===== config.mk =====
export PLATFORM = sky130hd
export DESIGN_NAME = vga_pattern_renderer
export DESIGN_NICKNAME = d
export VERILOG_FILES = /design/src/rtl/vga_pkg.sv /design/src/rtl/vga_box_mover.sv /design/src/rtl/vga_pattern_renderer.sv
export SDC_FILE = /design/constraint.sdc
export NUM_CORES = 1
export LEC_CHECK = 0
export ABC_CLOCK_PERIOD_IN_PS = 4700
export CAP_MARGIN = 20
export CORE_ASPECT_RATIO = 0.9
export CORE_MARGIN = 2
export CORE_UTILIZATION = 55
export CTS_CLUSTER_DIAMETER = 60
export DETAILED_ROUTE_END_ITERATION = 12
export GPL_TIMING_DRIVEN = 0
export PLACE_DENSITY = 0.77
export SKIP_CTS_REPAIR_TIMING = 1
export SLEW_MARGIN = 20
export SYNTH_ARGS = -nofsm -noshare
export SYNTH_HDL_FRONTEND = slang
export SYNTH_SLANG_ARGS = --single-unit

===== constraint.sdc =====
create_clock -name clk_pixel -period 4.7 [get_ports clk_pixel]
set_input_delay 0.47 -clock clk_pixel [delete_from_list [all_inputs] [get_ports clk_pixel]]
set_output_delay 0.47 -clock clk_pixel [all_outputs]
set_load 0.05 [all_outputs]

===== src/rtl/vga_pkg.sv =====
// Shared constants, pattern codes, box FSM states and colour helpers for the
// 1280x720 VGA pattern renderer.
package vga_pkg;

    localparam int H_ACTIVE   = 1280;
    localparam int V_ACTIVE   = 720;
    localparam int H_FP       = 110;
    localparam int H_SYNC     = 40;
    localparam int H_BP       = 220;
    localparam int V_FP       = 5;
    localparam int V_SYNC     = 5;
    localparam int V_BP       = 20;
    localparam int XW         = 11;
    localparam int YW         = 10;
    localparam int BOX_SIZE   = 64;
    localparam int STEP       = 4;
    localparam int CHECK_LOG2 = 5;
    localparam int BAR_W      = H_ACTIVE / 8;

    typedef enum logic [1:0] {
        PAT_BARS  = 2'd0,
        PAT_CHECK = 2'd1,
        PAT_BOX   = 2'd2,
        PAT_GRAD  = 2'd3
    } pat_e;

    typedef enum logic [1:0] {
        S_WAIT   = 2'd0,
        S_MOVE_X = 2'd1,
        S_MOVE_Y = 2'd2
    } box_state_e;

    // Colours packed as {R[2:0], G[2:0], B[1:0]}
    localparam logic [7:0] COL_WHITE   = 8'b111_111_11;
    localparam logic [7:0] COL_YELLOW  = 8'b111_111_00;
    localparam logic [7:0] COL_CYAN    = 8'b000_111_11;
    localparam logic [7:0] COL_GREEN   = 8'b000_111_00;
    localparam logic [7:0] COL_MAGENTA = 8'b111_000_11;
    localparam logic [7:0] COL_RED     = 8'b111_000_00;
    localparam logic [7:0] COL_BLUE    = 8'b000_000_11;
    localparam logic [7:0] COL_BLACK   = 8'b000_000_00;
    localparam logic [7:0] COL_DKBLUE  = 8'b000_000_01;

    function automatic logic [7:0] bar_colour(input logic [2:0] idx);
        logic [7:0] c;
        case (idx)
            3'd0:    c = COL_WHITE;
            3'd1:    c = COL_YELLOW;
            3'd2:    c = COL_CYAN;
            3'd3:    c = COL_GREEN;
            3'd4:    c = COL_MAGENTA;
            3'd5:    c = COL_RED;
            3'd6:    c = COL_BLUE;
            default: c = COL_BLACK;
        endcase
        return c;
    endfunction

endpackage


===== src/rtl/vga_box_mover.sv =====
// Bouncing-box position FSM: moves X then Y by STEP once per frame start,
// reflecting off the active-area edges.
module vga_box_mover
    import vga_pkg::*;
(
    input  logic          clk_pixel,
    input  logic          rst_n,
    input  logic          frame_start,
    output logic [XW-1:0] box_x,
    output logic [YW-1:0] box_y
);

    localparam logic [XW:0] X_LIM = (XW+1)'(H_ACTIVE - BOX_SIZE);
    localparam logic [YW:0] Y_LIM = (YW+1)'(V_ACTIVE - BOX_SIZE);

    box_state_e    state_r;
    logic [XW-1:0] box_x_r;
    logic [YW-1:0] box_y_r;
    logic          dir_x_left_r;
    logic          dir_y_up_r;
    logic [XW:0]   x_fwd_s;
    logic [YW:0]   y_fwd_s;

    // Forward candidates computed one bit wider so the limit compare cannot wrap
    always_comb begin
        x_fwd_s = {1'b0, box_x_r} + (XW+1)'(STEP);
        y_fwd_s = {1'b0, box_y_r} + (YW+1)'(STEP);
    end

    // Box FSM: one axis per cycle after a frame start, new edges ignored while moving
    always_ff @(posedge clk_pixel) begin
        if (!rst_n) begin
            state_r      <= S_WAIT;
            box_x_r      <= '0;
            box_y_r      <= '0;
            dir_x_left_r <= 1'b0;
            dir_y_up_r   <= 1'b0;
        end else begin
            case (state_r)
                S_WAIT: begin
                    if (frame_start) begin
                        state_r <= S_MOVE_X;
                    end else begin
                        state_r <= S_WAIT;
                    end
                end
                S_MOVE_X: begin
                    if (!dir_x_left_r) begin
                        if (x_fwd_s >= X_LIM) begin
                            box_x_r      <= X_LIM[XW-1:0];
                            dir_x_left_r <= 1'b1;
                        end else begin
                            box_x_r <= x_fwd_s[XW-1:0];
                        end
                    end else begin
                        if ({1'b0, box_x_r} <= (XW+1)'(STEP)) begin
                            box_x_r      <= '0;
                            dir_x_left_r <= 1'b0;
                        end else begin
                            box_x_r <= box_x_r - XW'(STEP);
                        end
                    end
                    state_r <= S_MOVE_Y;
                end
                S_MOVE_Y: begin
                    if (!dir_y_up_r) begin
                        if (y_fwd_s >= Y_LIM) begin
                            box_y_r    <= Y_LIM[YW-1:0];
                            dir_y_up_r <= 1'b1;
                        end else begin
                            box_y_r <= y_fwd_s[YW-1:0];
                        end
                    end else begin
                        if ({1'b0, box_y_r} <= (YW+1)'(STEP)) begin
                            box_y_r    <= '0;
                            dir_y_up_r <= 1'b0;
                        end else begin
                            box_y_r <= box_y_r - YW'(STEP);
                        end
                    end
                    state_r <= S_WAIT;
                end
                default: state_r <= S_WAIT;
            endcase
        end
    end

    assign box_x = box_x_r;
    assign box_y = box_y_r;

endmodule


===== src/rtl/vga_pattern_renderer.sv =====
// Pixel stage after the VGA timing generator: two-stage pipeline producing
// registered 3:3:2 test-pattern colour with syncs re-aligned to it.
module vga_pattern_renderer
    import vga_pkg::*;
(
    input  logic          clk_pixel,
    input  logic          rst_n,
    input  logic [XW-1:0] x_in,
    input  logic [YW-1:0] y_in,
    input  logic          de_in,
    input  logic          hsync_in,
    input  logic          vsync_in,
    input  logic [1:0]    pat_sel,
    output logic          HSync,
    output logic          VSync,
    output logic [2:0]    Red,
    output logic [2:0]    Green,
    output logic [1:0]    Blue
);

    logic          vsync_d_r;
    logic          armed_r;
    logic          frame_start_s;
    pat_e          pat_cur_r;
    logic [7:0]    frame_cnt_r;
    logic [XW-1:0] x1_r;
    logic [YW-1:0] y1_r;
    logic          de1_r;
    logic          hs1_r;
    logic          vs1_r;
    logic          hsync_r;
    logic          vsync_r;
    logic [7:0]    colour_r;
    logic [XW-1:0] box_x_s;
    logic [YW-1:0] box_y_s;
    logic [2:0]    bar_idx_s;
    logic          in_box_s;
    logic [7:0]    pix_s;

    // armed_r blocks a false edge when vsync_in is already high as reset releases
    assign frame_start_s = vsync_in & ~vsync_d_r & armed_r;

    vga_box_mover u_box (
        .clk_pixel   (clk_pixel),
        .rst_n       (rst_n),
        .frame_start (frame_start_s),
        .box_x       (box_x_s),
        .box_y       (box_y_s)
    );

    // Pattern term selection from the stage-1 registers
    always_comb begin
        bar_idx_s = (x1_r >= XW'(7 * BAR_W)) ? 3'd7 : 3'(x1_r / XW'(BAR_W));
        in_box_s  = ({1'b0, x1_r} >= {1'b0, box_x_s}) &&
                    ({1'b0, x1_r} <  ({1'b0, box_x_s} + (XW+1)'(BOX_SIZE))) &&
                    ({1'b0, y1_r} >= {1'b0, box_y_s}) &&
                    ({1'b0, y1_r} <  ({1'b0, box_y_s} + (YW+1)'(BOX_SIZE)));
        case (pat_cur_r)
            PAT_BARS:  pix_s = bar_colour(bar_idx_s);
            PAT_CHECK: pix_s = (x1_r[CHECK_LOG2] ^ y1_r[CHECK_LOG2]) ? COL_WHITE : COL_BLACK;
            PAT_BOX:   pix_s = in_box_s ? COL_RED : COL_DKBLUE;
            PAT_GRAD:  pix_s = {x1_r[7:5], y1_r[7:5], frame_cnt_r[7:6]};
            default:   pix_s = COL_BLACK;
        endcase
    end

    // Frame-start edge detect, pattern latch and frame counter
    always_ff @(posedge clk_pixel) begin
        if (!rst_n) begin
            vsync_d_r   <= 1'b0;
            armed_r     <= 1'b0;
            pat_cur_r   <= PAT_BARS;
            frame_cnt_r <= 8'd0;
        end else begin
            vsync_d_r <= vsync_in;
            armed_r   <= armed_r | ~vsync_in;
            if (frame_start_s) begin
                pat_cur_r   <= pat_e'(pat_sel);
                frame_cnt_r <= frame_cnt_r + 8'd1;
            end else begin
                pat_cur_r   <= pat_cur_r;
                frame_cnt_r <= frame_cnt_r;
            end
        end
    end

    // Two-stage pixel pipeline: S1 captures position/syncs, S2 captures colour
    always_ff @(posedge clk_pixel) begin
        if (!rst_n) begin
            x1_r     <= '0;
            y1_r     <= '0;
            de1_r    <= 1'b0;
            hs1_r    <= 1'b0;
            vs1_r    <= 1'b0;
            hsync_r  <= 1'b0;
            vsync_r  <= 1'b0;
            colour_r <= 8'd0;
        end else begin
            x1_r     <= x_in;
            y1_r     <= y_in;
            de1_r    <= de_in;
            hs1_r    <= hsync_in;
            vs1_r    <= vsync_in;
            hsync_r  <= hs1_r;
            vsync_r  <= vs1_r;
            colour_r <= de1_r ? pix_s : 8'd0;
        end
    end

    assign HSync = hsync_r;
    assign VSync = vsync_r;
    assign Red   = colour_r[7:5];
    assign Green = colour_r[4:2];
    assign Blue  = colour_r[1:0];

endmodule


* Yosys cells after proc, flatten, opt, wreduce, memory -nomap -nowiden *
Cells that the tools add are included.

storage, ports and cells
  flip-flop bits (word level) = 70
  input bits = 28
  output and inout port bits = 10
  logic and storage cells = 76

cells by class
  add/subtract/negate cells = 7
  divide/modulo/power cells = 1
  magnitude comparators = 9
  equality and inequality tests = 11
  multiplexer cells = 19
  bitwise operators = 6
  reductions and logical operators = 7

operators with widths
  operator               number
  $pmux 8 s7             1
  $mux 11                3
  $pmux 8 s4             1
  $mux 10                3
  $mux 8                 2
  $add 11x3->12 const B  1
  $add 11x7->12 const B  1
  $ge 12x11->1 const B   1
  $lt 11x12->1           1
  $add 10x3->11 const B  1
  $add 10x7->11 const B  1
  $div 11x8->11 const B  1
  $ge 11x10->1 const B   1
  $ge 11x11->1           1
  $ge 11x11->1 const B   1
  $le 11x3->1 const B    1
  $lt 10x11->1           1
  $sub 11x3->11 const B  1
  $ge 10x10->1           1
  $le 10x3->1 const B    1
  $sub 10x3->10 const B  1
  $eq 3x3->1 const B     3
  $add 8x1->8 const B    1
  $mux 1                 7
  other kinds (14)       23

* Logic depth before layout (Yosys ltp) *
Gate-level depths: netlist of run 1.

  word-level depth = 7
  gate-level depth with buffers = 11
  depth with buffers taken out = 10

* Hierarchy *
From an unflattened synthesis of run 1, not the netlist that was laid out.

second synthesis, totals
  cells, all modules = 524
  area, all modules = 4361.7 µm²

modules (own cells, without submodules)
  module                times used  cells each  area an instance (µm²)  seq. area each (µm²)
  vga_pattern_renderer  1           273         2489.9                  900.9
  vga_box_mover         1           251         1871.8                  420.4

* Least setup slack after synthesis of run 1 *
No wires, ideal clock.

  kind = register to register
  start point = register u_box.box_x_r[7], in the netlist u_box.box_x[7]
  end point = register colour_r[0]
  setup time = 126 ps
  arrival = 2385 ps
  data required time = 4574 ps
  slack = 2188 ps
  stages on the path, launching flop included = 11
  path buffers = 0
  clock period less this slack = 2512 ps
  cells stage by stage = dfxtp_1 ha_1 and3_1 xnor2_1 ha_1 a211oi_1 o21ai_0 a41o_1 a222oi_1 a21bo_2 a21oi_1

between the ends
  longest elaborated chain between the ends = 7
  elaborated cells between the ends (all ways) = 8
  classes of those cells = 1 x add/sub; 2 x order compare; 2 x mux; 3 x reduce/logical

ends and longest elaborated chain
  element                   RTL line                     source
  start: declaration        vga_box_mover.sv:17          logic [XW-1:0] box_x_r;
  start signal: assignment  vga_box_mover.sv:50          box_x_r <= X_LIM[XW-1:0];
  start signal: assignment  vga_box_mover.sv:53          box_x_r <= x_fwd_s[XW-1:0];
  start signal: assignment  vga_box_mover.sv:60          box_x_r <= box_x_r - XW'(STEP);
  $add 11x7->12             vga_pattern_renderer.sv:55   ({1'b0, x1_r} < ({1'b0, box_x_s} + (XW+1)'(BOX_SIZE))) &&
  $lt 11x12->1              vga_pattern_renderer.sv:55
  $logic_and 1x1->1 *       vga_pattern_renderer.sv:54   in_box_s = ({1'b0, x1_r} >= {1'b0, box_x_s}) &&
  $logic_and 1x1->1 *       vga_pattern_renderer.sv:55
  $logic_and 1x1->1 *       vga_pattern_renderer.sv:56   ({1'b0, y1_r} >= {1'b0, box_y_s}) &&
  $mux 8 *                  vga_pattern_renderer.sv:61   PAT_BOX: pix_s = in_box_s ? COL_RED : COL_DKBLUE;
  $pmux 8 s4 *              vga_pattern_renderer.sv:58   case (pat_cur_r)
  end signal: assignment    vga_pattern_renderer.sv:106  colour_r <= de1_r ? pix_s : 8'd0;
  end: declaration          vga_pattern_renderer.sv:33   logic [7:0] colour_r;

Every way passes the cells marked *; elsewhere a longest branch is shown, timed or not.
A chain may end at the register's enable or synchronous reset.

* Final worst setup path of run 1 *
  start point = register u_box.box_y_r[6], in the netlist u_box.box_y[6]
  end point = register colour_r[5]

between the ends
  longest elaborated chain between the ends = 5
  elaborated cells between the ends (all ways) = 7
  classes of those cells = 1 x add/sub; 2 x order compare; 2 x mux; 2 x reduce/logical

ends and longest elaborated chain
  element                                            RTL line                                                source
  start: declaration                                 vga_box_mover.sv:18                                     logic [YW-1:0] box_y_r;
  start signal: assignment                           vga_box_mover.sv:68                                     box_y_r <= Y_LIM[YW-1:0];
  start signal: assignment                           vga_box_mover.sv:71                                     box_y_r <= y_fwd_s[YW-1:0];
  start signal: assignment                           vga_box_mover.sv:78                                     box_y_r <= box_y_r - YW'(STEP);
  $add 10x7->11 or $ge 10x10->1 (tied branches)      vga_pattern_renderer.sv:57, vga_pattern_renderer.sv:56
  $lt 10x11->1 or $logic_and 1x1->1 (tied branches)  vga_pattern_renderer.sv:57, vga_pattern_renderer.sv:55
  $logic_and 1x1->1 *                                vga_pattern_renderer.sv:56
  $mux 8 *                                           vga_pattern_renderer.sv:61
  $pmux 8 s4 *                                       vga_pattern_renderer.sv:58

Marks and branches as above.

==> metrics.md, run 1 <==
| Metric | Value |
|---|---|
| Status | finished, final reports clean |
| Drt via density | 6.02 |
| Post-Place Setup Slack | 1.79 ns |
| CTS Buf Count | 9 |
| Largest net degree at the start of global routing | 14 |
| Routed vias | 3860 |
| Max layer used | met4 |
| Number of diodes | 0 |
| Synth unique cells | 66 |
| Final WL | 10.0 mm |
| Final Hold Vio Count | 0 |
| Max Cap Viol | 0 |
| Hold Crit Class | reg -> reg |
| Gr usage total | 26.2% |
| Most common cell after layout, fill and taps aside | dfxtp_1 |
| Synthesis Warnings | 0 |
| Routed met1 length | 4.55 mm |
| Average wire per standard cell | 15.7 µm |
| CP Capture Point | colour_r[5] |
| Finish-stage setup viols | 0 |
| Worst Tran Pin Value | 0.719 ns |
| CTS clk-pin slew, worst paths | 0.08 ns |
| Syn_nets | 564 |
| Layout Skew | 0.00946 ns |
| Initial Util | 57.1% |
| H-tree depth | 3 |
| Type of origin of the critical path | flop |
| Die outline area | 8080 µm² |
| Final core occ | 66.2% |
| Pleak | 1.77 nW |
| Crit path DAT | 3.29 ns |
| Final Worst Setup Slack | 1.67 ns |
| Prevailing post-synth register cell | dfxtp_1 |
| Worst-case clock buffer depth | 2 |
| Io pins | 38 |
| Critical path startpoint | u_box.box_y[6] |
| Core Region | 7110 µm² |
| Clock sink count | 62 |
| WL met2 | 4.60 mm |
| Nets@finish | 608 |
| Share of cells above drive strength 1 | 7.48% |
| Placed standard-cell area | 4510 µm² |
| TritonCTS clock tree | done |
| DR WL met3 | 692 µm |
| Post-synthesis register bit count | 62 |
| Min Tclk post-route | 3.03 ns |
| R2R Setup Slk | 1.67 ns |
| CP Class | reg -> reg |
| FMAX | 0.330 GHz |
| Area Growth Syn to Fin | 16.1% |
| Number of flops mapped to enable cells by yosys | 0 |
| Cells after Synth | 499 |
| PortBufs | 33 |
| Critical path's slowest cell | a2111oi_1 |
| First-pass DRT Iterations | 5 |
| # rows | 29 |
| Die height | 85.5 µm |
| Drt first-iter violations | 339 |
| Setup TNS Final | 0 ns |
| Worst IR Drop VDD | 0.000177 V |
| Worst R2R Start | u_box.box_y[6] |
| First-pass GRT wire length | 16.9 mm |
| Post-Syn Area | 4060 µm² |
| Mean post-synth cell area | 8.13 µm² |
| Register area share after synthesis | 30.6% |
| Worst skew pair latency | 0.35 ns |
| WP data required | 4.96 ns |
| Final-report max-slew violation count | 0 |
| Slowest stage delay, CP | 0.69 ns |
| Root Buffer | clkbuf_8 |
| Die X | 94.6 µm |
| Pwr dens | 267 nW/µm² |
| Worst-path cell chain | inv_1 -> ha_1 -> inv_1 -> ha_1 -> a21oi_1 -> nor2b_1 -> o31a_1 -> a2111oi_1 -> a22oi_1 -> o21ai_0 |
| Crit. End Element | flop |
| DP Wirelength | 7.43 mm |
| CP max FO | 10 |
| Routability cong. | 0.924 |
| Unrepaired setup endpoints after global routing | false |
| Post-route cell area | 4710 µm² |
| DRC viols | 0 |
| Vias in the first global route | 3555 |
| Critical R2R Capture | colour_r[5] |
| Final period util | 64.5% |
| Post-route ant nets | 0 |
| FFs w/ async S/R, synth | 0% |
| Max transition margin | 52.0% |
| Initial antenna violation count | 0 |
| Gr ovfl total | 0 |
| Most frequent cells in the layout | dfxtp_1 (62), a21oi_1 (37), ha_1 (37), o21ai_0 (34), nand2_1 (34) |
| R2r worst-path depth | 10 |
-- worst max-delay path, delay by kind of cell (launching register included) --
family | cells | cell delay (ns)
DFF | 1 | 0.55
and+or+nand+nor | 1 | 0.06
AOI/OAI and AO/OA | 5 | 1.46
buffers and inverters | 2 | 0.25
adders and majority gates | 2 | 0.62
-- per-stage QoR --
step	hold slack (ns)	total power [mW]	instances
2_1_floorplan	0.412	0.710	499
3_3_place_gp	0.414	0.770	625
3_5_place_dp	0.445	0.775	625
4_1_cts	0.465	1.26	641
5_1_grt	0.472	1.31	641
6_report	0.457	1.26	641
-- layout make-up --
class | count | area [µm²]
plain buffers | 26 | 111
clock buffers | 9 | 124
clock inverters | 7 | 81.3
fillers | 622 | 2400
inverters | 31 | 116
multi-input cells | 380 | 2590
flip-flops and latches | 62 | 1240
well taps | 93 | 116
repair buffers | 33 | 330
-- cells in the mapped netlist (all sizes together) (5+ instances only) --
cell type	number	area share (%)
nor2b	5	0.77
o22ai	7	1.1
xor2	5	1.1
ha	37	11
a31oi	11	1.8
xnor2	15	3.2
nand4	7	1.4
inv	31	2.9
dfxtp	62	31
clkbuf	17	1.6
nor3	13	1.6
a21o	6	1.1
or2	7	1.1
o21ai	36	4.4
or3	7	1.1
a21oi	39	5.0
and2	22	3.4
nand2b	5	0.77
nand2	34	3.1
nor2	26	2.4
a211oi	5	0.92
and3	7	1.1
nand3	20	2.5
buf	9	1.2
-- power by group --
part | internal (mW) | switching [mW] | total (mW) | leakage, nW
registers | 0.544 | 0.0176 | 0.561 | 0.507
clock network | 0.251 | 0.238 | 0.489 | 0.0940
logic | 0.0908 | 0.115 | 0.205 | 1.16
total | 0.886 | 0.370 | 1.26 | 1.77
-- layer usage --
| metal | track usage [%] | vias up |
|---|---|---|
| li1 | - | 1920 |
| met1 | 35.0 | 1767 |
| met2 | 41.6 | 152 |
| met3 | 6.06 | 21 |
| met4 | 9.09 | 0 |
| met5 | 0 | - |
-- logic make-up after synthesis --
family | share of synthesized area (%)
buffers and inverters | 5.61
muxes | 1.05
DFF | 30.6
xor gates and xnor gates | 4.32
and+or+nand+nor | 22.6
adders and majority gates | 11.4
AOI/OAI and AO/OA | 24.5
-- flip-flops by register name, indices dropped and copies added, names as in the netlist, 2 cells and up --
signal	count
pat_cur_r	2
u_box.box_y	8
u_box.box_x	9
colour_r	8
frame_cnt_r	8
y1_r	8
u_box.state_r	2
x1_r	9
-- worst min-delay path by stage --
stage,from,to,slack [ns],depth (start not counted)
finish,hs1_r,HSync,0.46,1
global placement,hs1_r,HSync,0.41,1
detailed placement,hs1_r,HSync,0.45,1
CTS,hs1_r,HSync,0.47,1
global route,hs1_r,HSync,0.47,1
floorplan,hs1_r,HSync,0.41,1
Power figures use the tool's default switching activity.
==> run 2, diff against run 1 <==
--- a/config.mk
+++ b/config.mk
@@ -5,7 +5,7 @@
 export SDC_FILE = /design/constraint.sdc
 export NUM_CORES = 1
 export LEC_CHECK = 0
-export ABC_CLOCK_PERIOD_IN_PS = 4700
+export ABC_CLOCK_PERIOD_IN_PS = 2910
 export CAP_MARGIN = 20
 export CORE_ASPECT_RATIO = 0.9
 export CORE_MARGIN = 2
==> constraint.sdc (replaced) <==
create_clock -name clk_pixel -period 2.91 [get_ports clk_pixel]
set_input_delay 0.291 -clock clk_pixel [delete_from_list [all_inputs] [get_ports clk_pixel]]
set_output_delay 0.291 -clock clk_pixel [all_outputs]
set_load 0.05 [all_outputs]
==> run 2 against run 1 <==
  * Die area unchanged
  * Total power grew 62%
  * Routed wire length grew 0.54%
  * Clock skew is 0.0010 ns lower
  * Register-to-register slack worse by 1.6 ns
  * Maximum frequency is 7.6% higher
  * Critical path depth grew 1
  * Flip-flop and latch count is the same
  * Largest cell class unchanged
  * Largest power group unchanged
==> metrics.md, run 2 (synthesis gave the netlist of run 1 again) <==
| Metric | Value |
|---|---|
| Status | finished, final reports clean |
| Most common cell after layout, fill and taps aside | dfxtp_1 |
| Final Hold Vio Count | 0 |
| Critical Path Most Common Cell | o21ai_0 |
| Critical path's slowest cell | dfxtp_2 |
| Min Tclk post-route | 2.82 ns |
| Nets@finish | 609 |
| Critical R2R Capture | colour_r[5] |
| Post-route ant nets | 0 |
| Share of cells above drive strength 1 | 8.38% |
| Final period util | 96.8% |
| CP Depth | 11 |
| Crit path DAT | 3.08 ns |
| WP data required | 3.17 ns |
| Final cell count without fillers | 642 |
| Finish-stage setup viols | 0 |
| Clock sink count | 62 |
| Slowest stage delay, CP | 0.43 ns |
| Worst R2R Start | u_box.box_x[7] |
| Max Cap Viol | 0 |
| First-pass DRT Iterations | 5 |
| Routability cong. | 0.924 |
| FMAX | 0.355 GHz |
| Core Region | 7110 µm² |
| Root Buffer | clkbuf_8 |
| Area Growth Syn to Fin | 16.6% |
| Die X | 94.6 µm |
| Worst-case clock buffer depth | 2 |
| Pleak | 1.77 nW |
| WP buf/inv | 1 |
| PortBufs | 33 |
| Final WL | 10.1 mm |
| Initial antenna violation count | 0 |
| Largest net degree at the start of global routing | 14 |
| Hold Crit Class | reg -> reg |
| Vias in the first global route | 3555 |
| Routed vias | 3872 |
| Most frequent cells in the layout | dfxtp_1 (60), a21oi_1 (37), ha_1 (36), o21ai_0 (34), nand2_1 (34) |
| Type of origin of the critical path | flop |
| Worst skew pair latency | 0.34 ns |
| Critical path startpoint | u_box.box_x[7] |
| Die outline area | 8080 µm² |
| TritonCTS clock tree | done |
| Drt first-iter violations | 349 |
| Final Worst Setup Slack | 0.0931 ns |
| Io pins | 38 |
| Post-Place Setup Slack | -0.00438 ns |
| # rows | 29 |
| Worst Tran Pin Value | 0.633 ns |
| CTS clk-pin slew, worst paths | 0.08 ns |
| Cells after DPL | 625 |
| CP Capture Point | colour_r[5] |
| CTS Buf Count | 9 |
| DRC viols | 0 |
| R2R Setup Slk | 0.09 ns |
| Final-report max-slew violation count | 0 |
| Pwr dens | 429 nW/µm² |
| Worst-path cell chain | ha_2 -> and3_1 -> xnor2_1 -> ha_1 -> a211oi_1 -> o21ai_0 -> a41o_1 -> a222oi_1 -> buf_4 -> a22oi_1 -> o21ai_0 |
| Layout Skew | 0.00845 ns |
| Post-route cell area | 4730 µm² |
| Number of diodes | 0 |
| First-pass GRT wire length | 16.9 mm |
| Average wire per standard cell | 15.7 µm |
| Worst IR Drop VDD | 0.000287 V |
| CP Class | reg -> reg |
| Crit-path leading delay family | compound AO/OA/AOI/OAI gates |
| H-tree depth | 3 |
| Max transition margin | 57.6% |
| Total power | 2.03 mW |
| Initial Util | 57.1% |
| Die height | 85.5 µm |
| CP max FO | 8 |
| Crit. End Element | flop |
| R2r worst-path depth | 11 |
| Final core occ | 66.6% |
| Placed standard-cell area | 4510 µm² |
| Gr ovfl total | 0 |
| DP Wirelength | 7.43 mm |
| Drt via density | 6.03 |
| Gr usage total | 26.2% |
run 2: cell count changes in the layout (fill, tap and decap cells not counted), sizes merged:
cell    change
clkbuf      +1
run 2: worst reg2reg max path: stages, from the launching register on:
cell      delay [ns]
dfxtp_2         0.43
ha_2            0.24
and3_1          0.22
xnor2_1         0.14
ha_1            0.26
a211oi_1        0.24
o21ai_0         0.13
a41o_1          0.22
a222oi_1        0.40
buf_4           0.20
a22oi_1         0.06
o21ai_0         0.20
run 2: area by class of cell:
class	instances	area, µm²
inverter	31	116
clock buffer	9	124
timing repair buffer	34	338
fill	612	2380
sequential	62	1240
tap	93	116
clock inverter	7	81.3
multi-input combinational	380	2600
buffer	26	114
run 2: how the worst min path moves through the flow:
stage               to     start  depth (start not counted)
2_1_floorplan  armed_r  vsync_in                          1
3_3_place_gp     HSync     hs1_r                          1
3_5_place_dp     HSync     hs1_r                          1
4_1_cts          HSync     hs1_r                          1
5_1_grt          HSync     hs1_r                          1
6_report         HSync     hs1_r                          1
run 2: stage by stage:
| step | hold WS, ns | setup TNS, ns |
|---|---|---|
| floorplan | 0.383 | 0 |
| global placement | 0.414 | 0 |
| detailed placement | 0.445 | -0.00438 |
| CTS | 0.465 | -0.0481 |
| global route | 0.472 | -0.111 |
| finish | 0.457 | 0 |
run 2: routing by layer:
metal / track usage [%] / up-vias / routed length (µm)
met5: 0 / - / 0
met4: 9.09 / 0 / 218
met3: 6.06 / 21 / 671
met2: 41.6 / 135 / 4630
met1: 35.0 / 1795 / 4580
li1: - / 1921 / -
run 2: report_power, final:
group,switching (mW),internal [mW]
clock network,0.382,0.405
logic,0.187,0.151
registers,0.0285,0.879
total,0.598,1.43
==> run 3, diff against run 2 <==
--- a/config.mk
+++ b/config.mk
@@ -7,7 +7,6 @@
 export LEC_CHECK = 0
 export ABC_CLOCK_PERIOD_IN_PS = 2910
 export CAP_MARGIN = 20
-export CORE_ASPECT_RATIO = 0.9
 export CORE_MARGIN = 2
 export CORE_UTILIZATION = 55
 export CTS_CLUSTER_DIAMETER = 60
==> constraint.sdc (replaced) <==
create_clock -name clk_pixel -period 2.91 [get_ports clk_pixel]
set_input_delay 0.7275 -clock clk_pixel [delete_from_list [all_inputs] [get_ports clk_pixel]]
set_output_delay 0.7275 -clock clk_pixel [all_outputs]
set_load 0.05 [all_outputs]
==> run 3 against run 2 <==
  * Routed wire length increased by 0.86%
  * First-iteration DRC count down 30%
  * Sequential power hardly changed
  * Count of clock-buffer cells in the layout rose by 3
  * Flip-flop and latch count did not move
  * Register-to-register slack gained 0.099 ns
  * Global-route usage down 0.82 points
  * Critical path type unchanged
  * Largest cell class unchanged
  * Largest power group unchanged
  * Highest routed layer unchanged
==> metrics.md, run 3 (synthesis gave the netlist of run 1 again) <==
| Metric | Value |
|---|---|
| Initial antenna violation count | 0 |
| Final-report max-slew violation count | 0 |
| Min-Delay Endpoint | HSync |
| Grt met3 use | 6.04% |
| First-pass GRT wire length | 16.9 mm |
| Worst R2R Start | u_box.box_x[7] |
| Final WL | 10.2 mm |
| Min Tclk post-route | 2.72 ns |
| Area Growth Syn to Fin | 17.1% |
| Final hold slack | 0.435 ns |
| First-pass DRT Iterations | 5 |
| Gr usage total | 25.3% |
| Cells after DPL | 631 |
| Met2 Track Usage GR | 41.9% |
| R2R Setup Slk | 0.19 ns |
| Finish-stage setup viols | 0 |
| Vias in the first global route | 3711 |
| Final period util | 93.4% |
| Worst skew pair latency | 0.34 ns |
| DP Wirelength | 7.35 mm |
| Pwr dens | 444 nW/µm² |
| Core Region | 7210 µm² |
| Crit. End Element | flop |
| Worst Tran Pin Value | 0.678 ns |
| R2r worst-path depth | 11 |
| Die height | 89.9 µm |
| Pleak | 1.79 nW |
| Type of origin of the critical path | flop |
| CTS clk-pin slew, worst paths | 0.07 ns |
| Crit path DAT | 2.98 ns |
| Clock sink count | 62 |
| Final Hold Vio Count | 0 |
| M1 GR Usage | 32.4% |
| Final cell count without fillers | 647 |
| TritonCTS clock tree | done |
| Number of diodes | 0 |
| Gr ovfl total | 0 |
| Hold_sp | hs1_r |
| FMAX | 0.368 GHz |
| Hold Path Depth | 1 |
| Drt via density | 6.08 |
| WP data required | 3.17 ns |
| Post-route ant nets | 0 |
| Max Cap Viol | 0 |
| Average wire per standard cell | 15.7 µm |
| Layout Skew | 0.00808 ns |
| Worst IR Drop VDD | 0.000300 V |
| H-tree depth | 3 |
| Max transition margin | 54.6% |
| Grt peak-use layer | met2 |
| Setup TNS Final | 0 ns |
| Io pins | 38 |
| PortBufs | 33 |
| Share of cells above drive strength 1 | 7.85% |
| Largest net degree at the start of global routing | 11 |
| Most frequent cells in the layout | dfxtp_1 (60), a21oi_1 (37), ha_1 (37), o21ai_0 (34), nand2_1 (34) |
| Drt first-iter violations | 246 |
| CP max FO | 8 |
| Critical R2R Capture | colour_r[6] |
| Root Buffer | clkbuf_8 |
| Initial Util | 56.3% |
| Die X | 89.9 µm |
| DRC viols | 0 |
| CTS Buf Count | 9 |
| Final core occ | 65.9% |
| Routed vias | 3936 |
| Status | finished, final reports clean |
| Hold Crit Class | reg -> reg |
| Most common cell after layout, fill and taps aside | dfxtp_1 |
| Die outline area | 8080 µm² |
| Routability cong. | 0.914 |
| # rows | 31 |
| CP Class | reg -> reg |
| Nets@finish | 609 |
| Worst-case clock buffer depth | 2 |
## run 3: worst max path at each step
stage	to	from	slack, ns	cells past startpoint
after floorplan	colour_r[0]	u_box.box_x[7]	0.40	10
after global placement	colour_r[0]	u_box.box_x[7]	0.08	10
after detailed placement	colour_r[6]	u_box.box_y[6]	0.03	10
after CTS	colour_r[6]	u_box.box_y[6]	-0.004	10
after global routing	colour_r[5]	u_box.box_x[7]	-0.02	11
final	colour_r[6]	u_box.box_x[7]	0.19	11
## run 3: metrics by stage
stage / setup WS, ns / total power, mW / area, µm²
after detailed placement: 0.0269 / 1.25 / 4510
after global routing: -0.0154 / 2.20 / 4750
final: 0.192 / 2.11 / 4750
after global placement: 0.0837 / 1.24 / 4510
after CTS: -0.00402 / 2.11 / 4740
after floorplan: 0.398 / 1.15 / 4060
## run 3: critical path, stage by stage, from the launching register on
cell and delay (ns):
dfxtp_2 0.42, ha_1 0.24, and3_1 0.23, xnor2_1 0.13, ha_1 0.26, a211oi_1 0.23
o21ai_0 0.12, a41o_1 0.22, a222oi_1 0.34, buf_4 0.20, a22oi_1 0.06, o21ai_0 0.18
## run 3: metal layers
metal	up-vias	part of all wire, %	routed length [µm]
li1	1915	-	-
met1	1824	43	4350
met2	169	48	4850
met3	28	7.5	759
met4	0	2.2	225
met5	-	0	0
## run 3: final cells by class
class,count,area [µm²]
Multi-Input combinational cell,380,2600
Clock buffer,12,155
Fill cell,617,2460
Timing Repair Buffer,34,338
Clock inverter,3,67.6
Sequential cell,62,1240
Inverter,31,116
Tap cell,99,124
Buffer,26,111
## run 3: power breakdown
part / leakage, nW / internal (mW) / switching [mW]
combinational: 1.17 / 0.150 / 0.188
sequential: 0.508 / 0.879 / 0.0280
clock: 0.109 / 0.525 / 0.340
total: 1.79 / 1.55 / 0.556
